### src/rtl/pong_pkg.sv
// Shared types and screen/geometry constants for the Pong game controller.
// Geometry values are 11 bits wide so edge arithmetic never wraps before it is compared.
package pong_pkg;

    typedef enum logic [1:0] {
        IDLE,
        SERVE,
        PLAY,
        GAME_OVER
    } state_e;

    localparam logic [10:0] SCREEN_W     = 11'd640;
    localparam logic [10:0] SCREEN_H     = 11'd480;
    localparam logic [10:0] BALL_SIZE    = 11'd8;
    localparam logic [10:0] BALL_SPEED   = 11'd2;
    localparam logic [10:0] PADDLE_H     = 11'd64;
    localparam logic [10:0] PADDLE_W     = 11'd8;
    localparam logic [10:0] PADDLE_SPEED = 11'd4;
    localparam logic [10:0] P1_X         = 11'd16;
    localparam logic [10:0] P2_X         = 11'd616;
    localparam logic [10:0] PADDLE_Y_MAX = SCREEN_H - PADDLE_H;

    localparam int          SERVE_FRAMES = 60;
    localparam logic [5:0]  SERVE_LAST   = 6'(SERVE_FRAMES - 1);
    localparam logic [2:0]  WIN_SCORE    = 3'd7;

    localparam logic [9:0]  BALL_X0      = 10'd316;
    localparam logic [9:0]  BALL_Y0      = 10'd236;
    localparam logic [9:0]  PADDLE_Y0    = 10'd208;

endpackage

### src/rtl/pong_game_ctrl_paddle.sv
// One paddle: moves PADDLE_SPEED per frame tick while enabled, clamped to the screen.
// Both or neither button pressed holds the paddle still.
module pong_paddle_ctrl
    import pong_pkg::*;
(
    input  logic       clk50M,
    input  logic       reset,
    input  logic       tick,
    input  logic       enable,
    input  logic       up,
    input  logic       down,
    output logic [9:0] y
);

    logic [9:0]  r_y;
    logic [10:0] w_y;
    logic [10:0] w_up;
    logic [10:0] w_dn;

    // Bit 10 of w_up flags an underflow below row 0.
    assign w_y  = {1'b0, r_y};
    assign w_up = w_y - PADDLE_SPEED;
    assign w_dn = w_y + PADDLE_SPEED;
    assign y    = r_y;

    always_ff @(posedge clk50M) begin
        if (reset) begin
            r_y <= PADDLE_Y0;
        end else if (tick && enable) begin
            if (up && !down) begin
                r_y <= w_up[10] ? 10'd0 : w_up[9:0];
            end else if (down && !up) begin
                r_y <= (w_dn > PADDLE_Y_MAX) ? PADDLE_Y_MAX[9:0] : w_dn[9:0];
            end
        end
    end

endmodule

### src/rtl/pong_game_ctrl.sv
// Pong game sequencer: synchronises frame and button inputs, runs the ball/score FSM
// once per frame tick and drives positions back to the graphics block.
module pong_game_ctrl
    import pong_pkg::*;
(
    input  logic       clk50M,
    input  logic       reset,
    input  logic       endofframe,
    input  logic       start,
    input  logic       p1_up,
    input  logic       p1_down,
    input  logic       p2_up,
    input  logic       p2_down,
    output logic [9:0] ball_x,
    output logic [9:0] ball_y,
    output logic [9:0] paddle_one_y,
    output logic [9:0] paddle_two_y,
    output logic [2:0] score_one,
    output logic [2:0] score_two,
    output logic       game_over,
    output logic       winner,
    output state_e     o_dbg_state
);

    localparam logic [9:0] P1_HIT_X   = 10'(P1_X + PADDLE_W);
    localparam logic [9:0] P2_HIT_X   = 10'(P2_X - BALL_SIZE);
    localparam logic [9:0] BALL_Y_MAX = 10'(SCREEN_H - BALL_SIZE);
    localparam logic [9:0] STEP       = 10'(BALL_SPEED);

    logic       r_eof_s1, r_eof_s2, r_eof_prev;
    logic [4:0] r_btn_s1, r_btn_s2;
    state_e     r_state;
    logic [5:0] r_serve_cnt;
    logic [9:0] r_ball_x, r_ball_y;
    logic       r_dx_neg, r_dy_neg;
    logic [2:0] r_score_one, r_score_two;
    logic       r_game_over, r_winner;

    logic        w_tick, w_start, w_restart, w_paddle_rst, w_paddle_en;
    logic [10:0] w_x, w_y, w_p1, w_p2;
    logic        w_hit1, w_hit2, w_miss_l, w_miss_r;
    logic [9:0]  w_ny;
    logic        w_ndy_neg;
    logic [2:0]  w_s1_inc, w_s2_inc;

    always_ff @(posedge clk50M) begin
        if (reset) begin
            r_eof_s1   <= 1'b0;
            r_eof_s2   <= 1'b0;
            r_eof_prev <= 1'b0;
            r_btn_s1   <= '0;
            r_btn_s2   <= '0;
        end else begin
            r_eof_s1   <= endofframe;
            r_eof_s2   <= r_eof_s1;
            r_eof_prev <= r_eof_s2;
            r_btn_s1   <= {p2_down, p2_up, p1_down, p1_up, start};
            r_btn_s2   <= r_btn_s1;
        end
    end

    // Start is acted on between frames so a short button press is never lost.
    assign w_tick       = r_eof_s2 & ~r_eof_prev;
    assign w_start      = r_btn_s2[0];
    assign w_restart    = (r_state == GAME_OVER) && w_start;
    assign w_paddle_rst = reset | w_restart;
    assign w_paddle_en  = (r_state == SERVE) || (r_state == PLAY);

    pong_paddle_ctrl u_paddle_one (
        .clk50M (clk50M),
        .reset  (w_paddle_rst),
        .tick   (w_tick),
        .enable (w_paddle_en),
        .up     (r_btn_s2[1]),
        .down   (r_btn_s2[2]),
        .y      (paddle_one_y)
    );

    pong_paddle_ctrl u_paddle_two (
        .clk50M (clk50M),
        .reset  (w_paddle_rst),
        .tick   (w_tick),
        .enable (w_paddle_en),
        .up     (r_btn_s2[3]),
        .down   (r_btn_s2[4]),
        .y      (paddle_two_y)
    );

    assign w_x  = {1'b0, r_ball_x};
    assign w_y  = {1'b0, r_ball_y};
    assign w_p1 = {1'b0, paddle_one_y};
    assign w_p2 = {1'b0, paddle_two_y};

    assign w_hit1 = r_dx_neg && (w_x >= P1_X + PADDLE_W) && (w_x - BALL_SPEED <= P1_X + PADDLE_W)
                    && (w_y + BALL_SIZE > w_p1) && (w_y < w_p1 + PADDLE_H);
    assign w_hit2 = !r_dx_neg && (w_x + BALL_SIZE <= P2_X) && (w_x + BALL_SIZE + BALL_SPEED >= P2_X)
                    && (w_y + BALL_SIZE > w_p2) && (w_y < w_p2 + PADDLE_H);
    assign w_miss_l = r_dx_neg && (w_x < BALL_SPEED);
    assign w_miss_r = !r_dx_neg && (w_x + BALL_SIZE + BALL_SPEED > SCREEN_W);

    assign w_s1_inc = (r_score_one == WIN_SCORE) ? r_score_one : r_score_one + 3'd1;
    assign w_s2_inc = (r_score_two == WIN_SCORE) ? r_score_two : r_score_two + 3'd1;

    always_comb begin
        w_ny      = r_dy_neg ? r_ball_y - STEP : r_ball_y + STEP;
        w_ndy_neg = r_dy_neg;
        if (r_dy_neg && (w_y < BALL_SPEED)) begin
            w_ny      = 10'd0;
            w_ndy_neg = 1'b0;
        end else if (!r_dy_neg && (w_y + BALL_SIZE + BALL_SPEED > SCREEN_H)) begin
            w_ny      = BALL_Y_MAX;
            w_ndy_neg = 1'b1;
        end
    end

    always_ff @(posedge clk50M) begin
        if (reset) begin
            r_state     <= IDLE;
            r_serve_cnt <= '0;
            r_ball_x    <= BALL_X0;
            r_ball_y    <= BALL_Y0;
            r_dx_neg    <= 1'b0;
            r_dy_neg    <= 1'b0;
            r_score_one <= '0;
            r_score_two <= '0;
            r_game_over <= 1'b0;
            r_winner    <= 1'b0;
        end else begin
            case (r_state)
                IDLE: begin
                    if (w_start) begin
                        r_state     <= SERVE;
                        r_serve_cnt <= '0;
                    end
                end
                SERVE: begin
                    if (w_tick) begin
                        if (r_serve_cnt == SERVE_LAST) begin
                            r_state     <= PLAY;
                            r_serve_cnt <= '0;
                        end else begin
                            r_serve_cnt <= r_serve_cnt + 6'd1;
                        end
                    end
                end
                PLAY: begin
                    if (w_tick) begin
                        r_ball_y <= w_ny;
                        r_dy_neg <= w_ndy_neg;
                        if (w_hit1) begin
                            r_ball_x <= P1_HIT_X;
                            r_dx_neg <= 1'b0;
                        end else if (w_hit2) begin
                            r_ball_x <= P2_HIT_X;
                            r_dx_neg <= 1'b1;
                        end else if (w_miss_l || w_miss_r) begin
                            // A point recentres the ball; dy carries over, dx serves toward the loser.
                            r_ball_x    <= BALL_X0;
                            r_ball_y    <= BALL_Y0;
                            r_dy_neg    <= r_dy_neg;
                            r_dx_neg    <= w_miss_l;
                            r_serve_cnt <= '0;
                            if (w_miss_l) begin
                                r_score_two <= w_s2_inc;
                            end else begin
                                r_score_one <= w_s1_inc;
                            end
                            if ((w_miss_l ? w_s2_inc : w_s1_inc) == WIN_SCORE) begin
                                r_state     <= GAME_OVER;
                                r_game_over <= 1'b1;
                                r_winner    <= w_miss_l;
                            end else begin
                                r_state <= SERVE;
                            end
                        end else begin
                            r_ball_x <= r_dx_neg ? r_ball_x - STEP : r_ball_x + STEP;
                        end
                    end
                end
                GAME_OVER: begin
                    if (w_start) begin
                        r_state     <= SERVE;
                        r_serve_cnt <= '0;
                        r_score_one <= '0;
                        r_score_two <= '0;
                        r_ball_x    <= BALL_X0;
                        r_ball_y    <= BALL_Y0;
                        r_dx_neg    <= 1'b0;
                        r_game_over <= 1'b0;
                    end
                end
                default: r_state <= IDLE;
            endcase
        end
    end

    assign ball_x      = r_ball_x;
    assign ball_y      = r_ball_y;
    assign score_one   = r_score_one;
    assign score_two   = r_score_two;
    assign game_over   = r_game_over;
    assign winner      = r_winner;
    assign o_dbg_state = r_state;

endmodule

### config.mk
export PLATFORM = sky130hd
export DESIGN_NAME = pong_game_ctrl
export DESIGN_NICKNAME = d
export VERILOG_FILES = /design/src/rtl/pong_pkg.sv /design/src/rtl/pong_game_ctrl_paddle.sv /design/src/rtl/pong_game_ctrl.sv
export SDC_FILE = /design/constraint.sdc
export NUM_CORES = 1
export LEC_CHECK = 0
export CAP_MARGIN = 0
export CORE_ASPECT_RATIO = 0.5
export CORE_MARGIN = 8
export CORE_UTILIZATION = 40
export CTS_CLUSTER_SIZE = 16
export DETAILED_ROUTE_END_ITERATION = 7
export PLACE_DENSITY = 0.73
export SYNTH_ARGS = -nofsm -noshare
export SYNTH_HDL_FRONTEND = slang
export SYNTH_SLANG_ARGS = --single-unit
### constraint.sdc
create_clock -name clk50M -period 3.35 [get_ports clk50M]
set_input_delay 0.8375 -clock clk50M [delete_from_list [all_inputs] [get_ports clk50M]]
set_output_delay 0.8375 -clock clk50M [all_outputs]
set_load 0.02 [all_outputs]
Yosys cells after proc, flatten, opt, wreduce, memory -nomap -nowiden. Cells that the tools add are included.

Flip-flop bits (word level): 71. Logic and storage cells: 190.

Add/sub/neg operators: 18. Magnitude comparators: 14. Equal/unequal tests: 20. Muxes and demuxes: 74. Bitwise logic cells: 5. Reduce and logical (&&, ||, !) cells: 42.

Operators with widths (number): $mux 10 (22); $mux 3 (14); $mux 6 (7); $pmux 10 s2 (2); $gt 11x9->1 const B (3); $reduce_and 7->1 (4); $add 10x3->11 const B (2); $add 10x4->11 const B (2); $add 10x7->11 const B (2); $add 11x2->11 const B (2); $gt 11x10->1 (2); $lt 10x11->1 (2); $sub 10x3->11 const B (2); $add 10x2->10 const B (2); $lt 10x2->1 const B (2); $sub 10x2->10 const B (2); $logic_and 1x1->1 (18); $pmux 6 s3 (1); $mux 2 (8); $mux 1 (15); $ne 2x1->1 const B (6); $pmux 3 s2 (2); $reduce_and 6->1 (2); $ge 11x10->1 const B (1); 27 further kinds (48).

Longest topological paths before layout.
Word-level depth: 11. Gate-level depth with buffers: 16. Mapped depth without buffers: 14.

Cells and area by module. Synthesis repeated with hierarchy kept, for this count alone.

Cell total of the unflattened synthesis: 829. Area, all modules: 6313.6 µm².

Modules (own cells, without submodules): pong_game_ctrl (times used 1, cells an instance 621, area each 4747.1 µm², seq. area each 1001.0 µm²); pong_paddle_ctrl (times used 2, cells an instance 104, area each 783.3 µm², seq. area each 160.2 µm²).

Least setup slack after synthesis. OpenSTA, ideal clock, no wires.

Path kind: register to register. Start: register r_ball_y[3] (netlist: ball_y[3]). End: register r_ball_y[7] (netlist: ball_y[7]). Setup time: 0.119 ns. Data arrival time: 3.420 ns. Required time: 3.231 ns. Slack: -0.189 ns. Stages on the path, launching flop included: 16. Path through: dfxtp_1 -> clkbuf_1 -> inv_1 -> nor4_1 -> xnor2_1 -> inv_1 -> ha_1 -> nand4_1 -> nor4_1 -> a21oi_1 -> a21oi_1 -> or4_1 -> o21ai_1 -> buf_2 -> o211ai_1 -> o221a_2.

Cells in the longest elaborated chain, start to end: 11. Elaborated cells between the ends (all ways): 24.

Ends and longest elaborated chain: start: declaration (RTL line pong_game_ctrl.sv:34) `logic [9:0] r_ball_x, r_ball_y;`; start signal: assignment (RTL line pong_game_ctrl.sv:148) `r_ball_y <= w_ny;`; $add 10x4->11 (RTL line pong_game_ctrl.sv:95, pong_game_ctrl.sv:97, pong_game_ctrl.sv:110); $add 11x2->11 (RTL line pong_game_ctrl.sv:110) `end else if (!r_dy_neg && (w_y + BALL_SIZE + BALL_SPEED > SCREEN_H)) begin`; $gt 11x9->1 (RTL line pong_game_ctrl.sv:110); $logic_and 1x1->1 (RTL line pong_game_ctrl.sv:110); $mux 10 (RTL line pong_game_ctrl.sv:110); $mux 10 (RTL line pong_game_ctrl.sv:107) `if (r_dy_neg && (w_y < BALL_SPEED)) begin`; $mux 10 (RTL line pong_game_ctrl.sv:156) `end else if (w_miss_l || w_miss_r) begin`; $mux 10 (RTL line pong_game_ctrl.sv:153) `end else if (w_hit2) begin`; $mux 10 * (RTL line pong_game_ctrl.sv:150) `if (w_hit1) begin`; $mux 10 * (RTL line pong_game_ctrl.sv:147) `if (w_tick) begin`; $pmux 10 s2 * (RTL line pong_game_ctrl.sv:129) `case (r_state)`.

Mark *: on every way between the ends. The rest lies on a longest branch, timed or not. The select of a mux whose other input is x is not followed. A chain may end at the register's enable or synchronous reset.

Worst setup path in the final report.
Start: register r_ball_y[5] (netlist: ball_y[5]). End: register r_state[0] (netlist: o_dbg_state[0]).

Cells in the longest elaborated chain, start to end: 6. Elaborated cells between the ends (all ways): 12.

Ends and longest elaborated chain: $add 10x4->11 (RTL line pong_game_ctrl.sv:95, pong_game_ctrl.sv:97); $gt 11x10->1, on equally long branches (RTL line pong_game_ctrl.sv:97, pong_game_ctrl.sv:95); $logic_and 1x1->1, on equally long branches (2 in a row) (RTL line pong_game_ctrl.sv:97, pong_game_ctrl.sv:95); $ne 2x2->1 (no line); $reduce_and 7->1 (no line) *; end signal: assignment (RTL line pong_game_ctrl.sv:118) `r_state <= IDLE;`; end signal: assignment (RTL line pong_game_ctrl.sv:132) `r_state <= SERVE;`; end signal: assignment (RTL line pong_game_ctrl.sv:139) `r_state <= PLAY;`; end: declaration (RTL line pong_game_ctrl.sv:32) `state_e r_state;`.

Mark *: on every way between the ends. The rest lies on a longest branch, timed or not.

==> flow_summary.yaml <==
critical_path:
  worstSetupPathType: "flip-flop to flip-flop"
  reg2reg_to: "o_dbg_state[0]"
  start_kind: "flip-flop"
  worstPathArrival_ns: 3.63
  r2r_cells: 14
  slowest_delay_ns: 0.50
  slowest_stage: "or4_4"
  critPathCaptureType: "flip-flop"
  crit_fanout: 5
  r2r-start: "ball_y[5]"
  critPathMostFrequentCell: "buf_4"
  crit_chain: "buf_4 -> buf_4 -> nand3_1 -> xnor2_1 -> ha_1 -> nand4_1 -> or4_4 -> o21ai_2 -> a31oi_2 -> nand4b_1 -> buf_4 -> nor2_4 -> or4_1 -> a32o_1"
  r2r_setup_slack_ns: -0.05
  cp_top_family: "simple AND/OR/NAND/NOR gates"
  crit_required_ns: 3.58
  critPathBufInv: 3
synth:
  yosysSeqAreaShare: 0.214
  synth_area_leader_cell: "dfxtp_1"
  synth.avg_cell_area_um2: 7.46
  postSynthCellCount: 829
  syn_area_um2: 6180
  synth_flop_cell: "dfxtp_1"
  synthArstFlopShare: 0
  synth-xor-area-share: 0.0437
  yosysMostFrequentCell: "nand2_1"
  synth.area.mux_share: 0.00870
  synth_fa_ha_area_frac: 0.121
  synth_edf_count: 0
  ys_ff_latch: 66
  synth.top_cells.by_area: "dfxtp_1, ha_1, a21oi_1"
  synth_top_family_by_area: "simple AND/OR/NAND/NOR gates"
  synth_compound_area_frac: 0.271
  synth_top_area_share: 0.214
  ys_warn_count: 0
  synth_cell_types: 76
  synth-simple-area-share: 0.274
  synth_commonest_cells: "nand2_1, dfxtp_1, ha_1"
detailed_routing:
  drt_iter0_markers: 574
  wirelength_um: 19200
  vias: 6679
  wl_per_cell_um: 17.1
  first_pass_iters: 5
  drc: 0
  antenna_left: 0
  vias_per_cell: 5.95
timing:
  post-route-min-period_ns: 3.40
  fmax_ghz: 0.294
  worst_pin_slew_ns: 0.778
  finalSetupViolCount: 2
  clock_skew_ns: 0.00873
  finalMaxSlewViolations: 0
  period_share: 1.01
  setup_ws_ns: -0.0456
  rsz0062_at_grt: "yes"
  hold_viol: 0
  holdWs_ns: 0.436
  slew_headroom: 0.477
status:
  status: "finished with violations"
  violations: "setup timing"
placed_design:
  place_congestion: 0.923
  place_area_um2: 7220
  dpl.hpwl_um: 14400
  io_buffer_count: 52
grt:
  grt_pass1_wl_um: 30700
  overflow: 0
  grt_usage: 0.182
  grt_pass1_vias: 6127
  grt_max_degree: 27
  antenna_found_initial: 0
layout:
  syn2layout_area_growth_pct: 25.2
  antenna_cells: 0
  layout-drive-gt1-share: 0.150
  fillCellCount: 1417
  fin_area_um2: 7740
  fin_util: 0.507
  layout.nets: 982
floorplanning:
  rows: 32
  die_width_um: 192
  io_pins: 58
  die_area_um2: 19900
  fp.coreArea_um2: 15300
  start_util: 0.405
  dieHeight_um: 104
clock_tree:
  root_buffer: "clkbuf_16"
  path_clk_slew_ns: 0.06
  clock_path_buffers: 2
  htree_levels: 3
  cts_sinks: 66
  holdBufCountCts: 0
  numCtsBuffers: 9
  cts_tree: "built"
  insertion_delay_ns: 0.34
worst_hold_path:
  min_to: "r_btn_s2[2]"
  hp-class: "flip-flop to flip-flop"
  min-delay-start: "r_btn_s1[2]"
  whs_path_depth: 1
run:
  maxCapViolations: 0
pwr:
  p_leak_nw: 2.98
  power_w: 0.00273
  peakVddDrop_mv: 0.243
  p_per_area_nw_per_um2: 352
final cells by class:
class	count	area [um^2]	share of cell area
multi-input combinational	665	4620	0.596
sequential	66	1340	0.173
timing repair buffer	123	1060	0.137
tap	204	255	0.0330
clock buffer	9	225	0.0291
inverter	49	185	0.0239
clock inverter	7	55.1	0.00711
layer usage:
layer	share of wire	global-route usage	up-vias
met2	0.46	0.290	263
met5	0	0	-
met1	0.45	0.246	3137
li1	-	-	3241
met3	0.074	0.0335	38
met4	0.019	0.0536	0
cell families (layout without fill, tap and decap cells):
family          count (synthesis)  after routing
buf+inv                       102            188
compound gates                243            243
fa+ha+maj                      60             60
xor+xnor                       30             30
simple gates                  322            322
other cells                     1              5
mux                             5              5
flops                          66             66
power breakdown:
| part | internal (W) | switching [W] | total [W] | leakage, nW |
|---|---|---|---|---|
| logic | 0.000382 | 0.000563 | 0.000946 | 2.32 |
| clock network | 0.000506 | 0.000402 | 0.000908 | 0.132 |
| registers | 0.000823 | 0.0000492 | 0.000873 | 0.534 |
| total | 0.00171 | 0.00101 | 0.00273 | 2.98 |
registers in the layout (all words and copies together) (netlist names), 2 cells and up:
signal and flops:
o_dbg_state 2, u_paddle_two.y 8, u_paddle_one.y 8, ball_x 9, ball_y 10, r_btn_s1 5, r_serve_cnt 6, score_two 3
score_one 3, r_btn_s2 5
worst register-to-register path, cell delays in order (launching register included):
cell	delay, ns
dfxtp_4	0.38
buf_4	0.12
buf_4	0.14
nand3_1	0.11
xnor2_1	0.37
ha_1	0.24
nand4_1	0.11
or4_4	0.50
o21ai_2	0.16
a31oi_2	0.07
nand4b_1	0.16
buf_4	0.16
nor2_4	0.05
or4_1	0.49
a32o_1	0.23
cells in the final DEF (no fill, tap or decap), drive strengths merged, types with 8 or more instances in the layout:
master / n
nand2: 73
buf: 71
dfxtp: 66
ha: 60
a21oi: 59
nor2: 56
clkdlybuf4s50: 52
inv: 49
o21ai: 38
nand3: 31
xnor2: 25
nor2b: 23
nand2b: 20
nor3: 19
o211ai: 18
a31oi: 17
or3: 16
nand4: 15
and3: 13
nor4: 12
o31ai: 12
a211oi: 10
o311ai: 9
clkbuf: 9
a22oi: 8
nor3b: 8
o22ai: 8
a311oi: 8
and2: 8
or4: 8
how the worst max path moves through the flow:
stage / from / end / slack (ns) / cells after the start
finish: ball_y[5] / o_dbg_state[0] / -0.05 / 14
global route: ball_y[5] / o_dbg_state[0] / -0.18 / 14
CTS: ball_y[3] / r_serve_cnt[0] / 0.02 / 14
detailed placement: u_paddle_one.y[6] / ball_y[6] / 0.007 / 13
global placement: ball_x[3] / o_dbg_state[1] / 0.10 / 10
floorplan: ball_y[3] / ball_y[7] / -0.004 / 15
through the flow:
stage	TNS [ns]	cells	setup WS [ns]
finish	-0.0485	1123	-0.0456
global route	-1.18	1123	-0.179
CTS	0	1115	0.0199
detailed placement	0	1099	0.00737
global placement	0	1099	0.100
floorplan	-0.00357	833	-0.00357
what timing repair did:
action	in CTS	in global routing
setup endpoints to repair	4	33
pin swaps	0	20
resized for setup	2	34
setup buffers	0	8
Note: power is estimated with default switching activity, not from simulation.
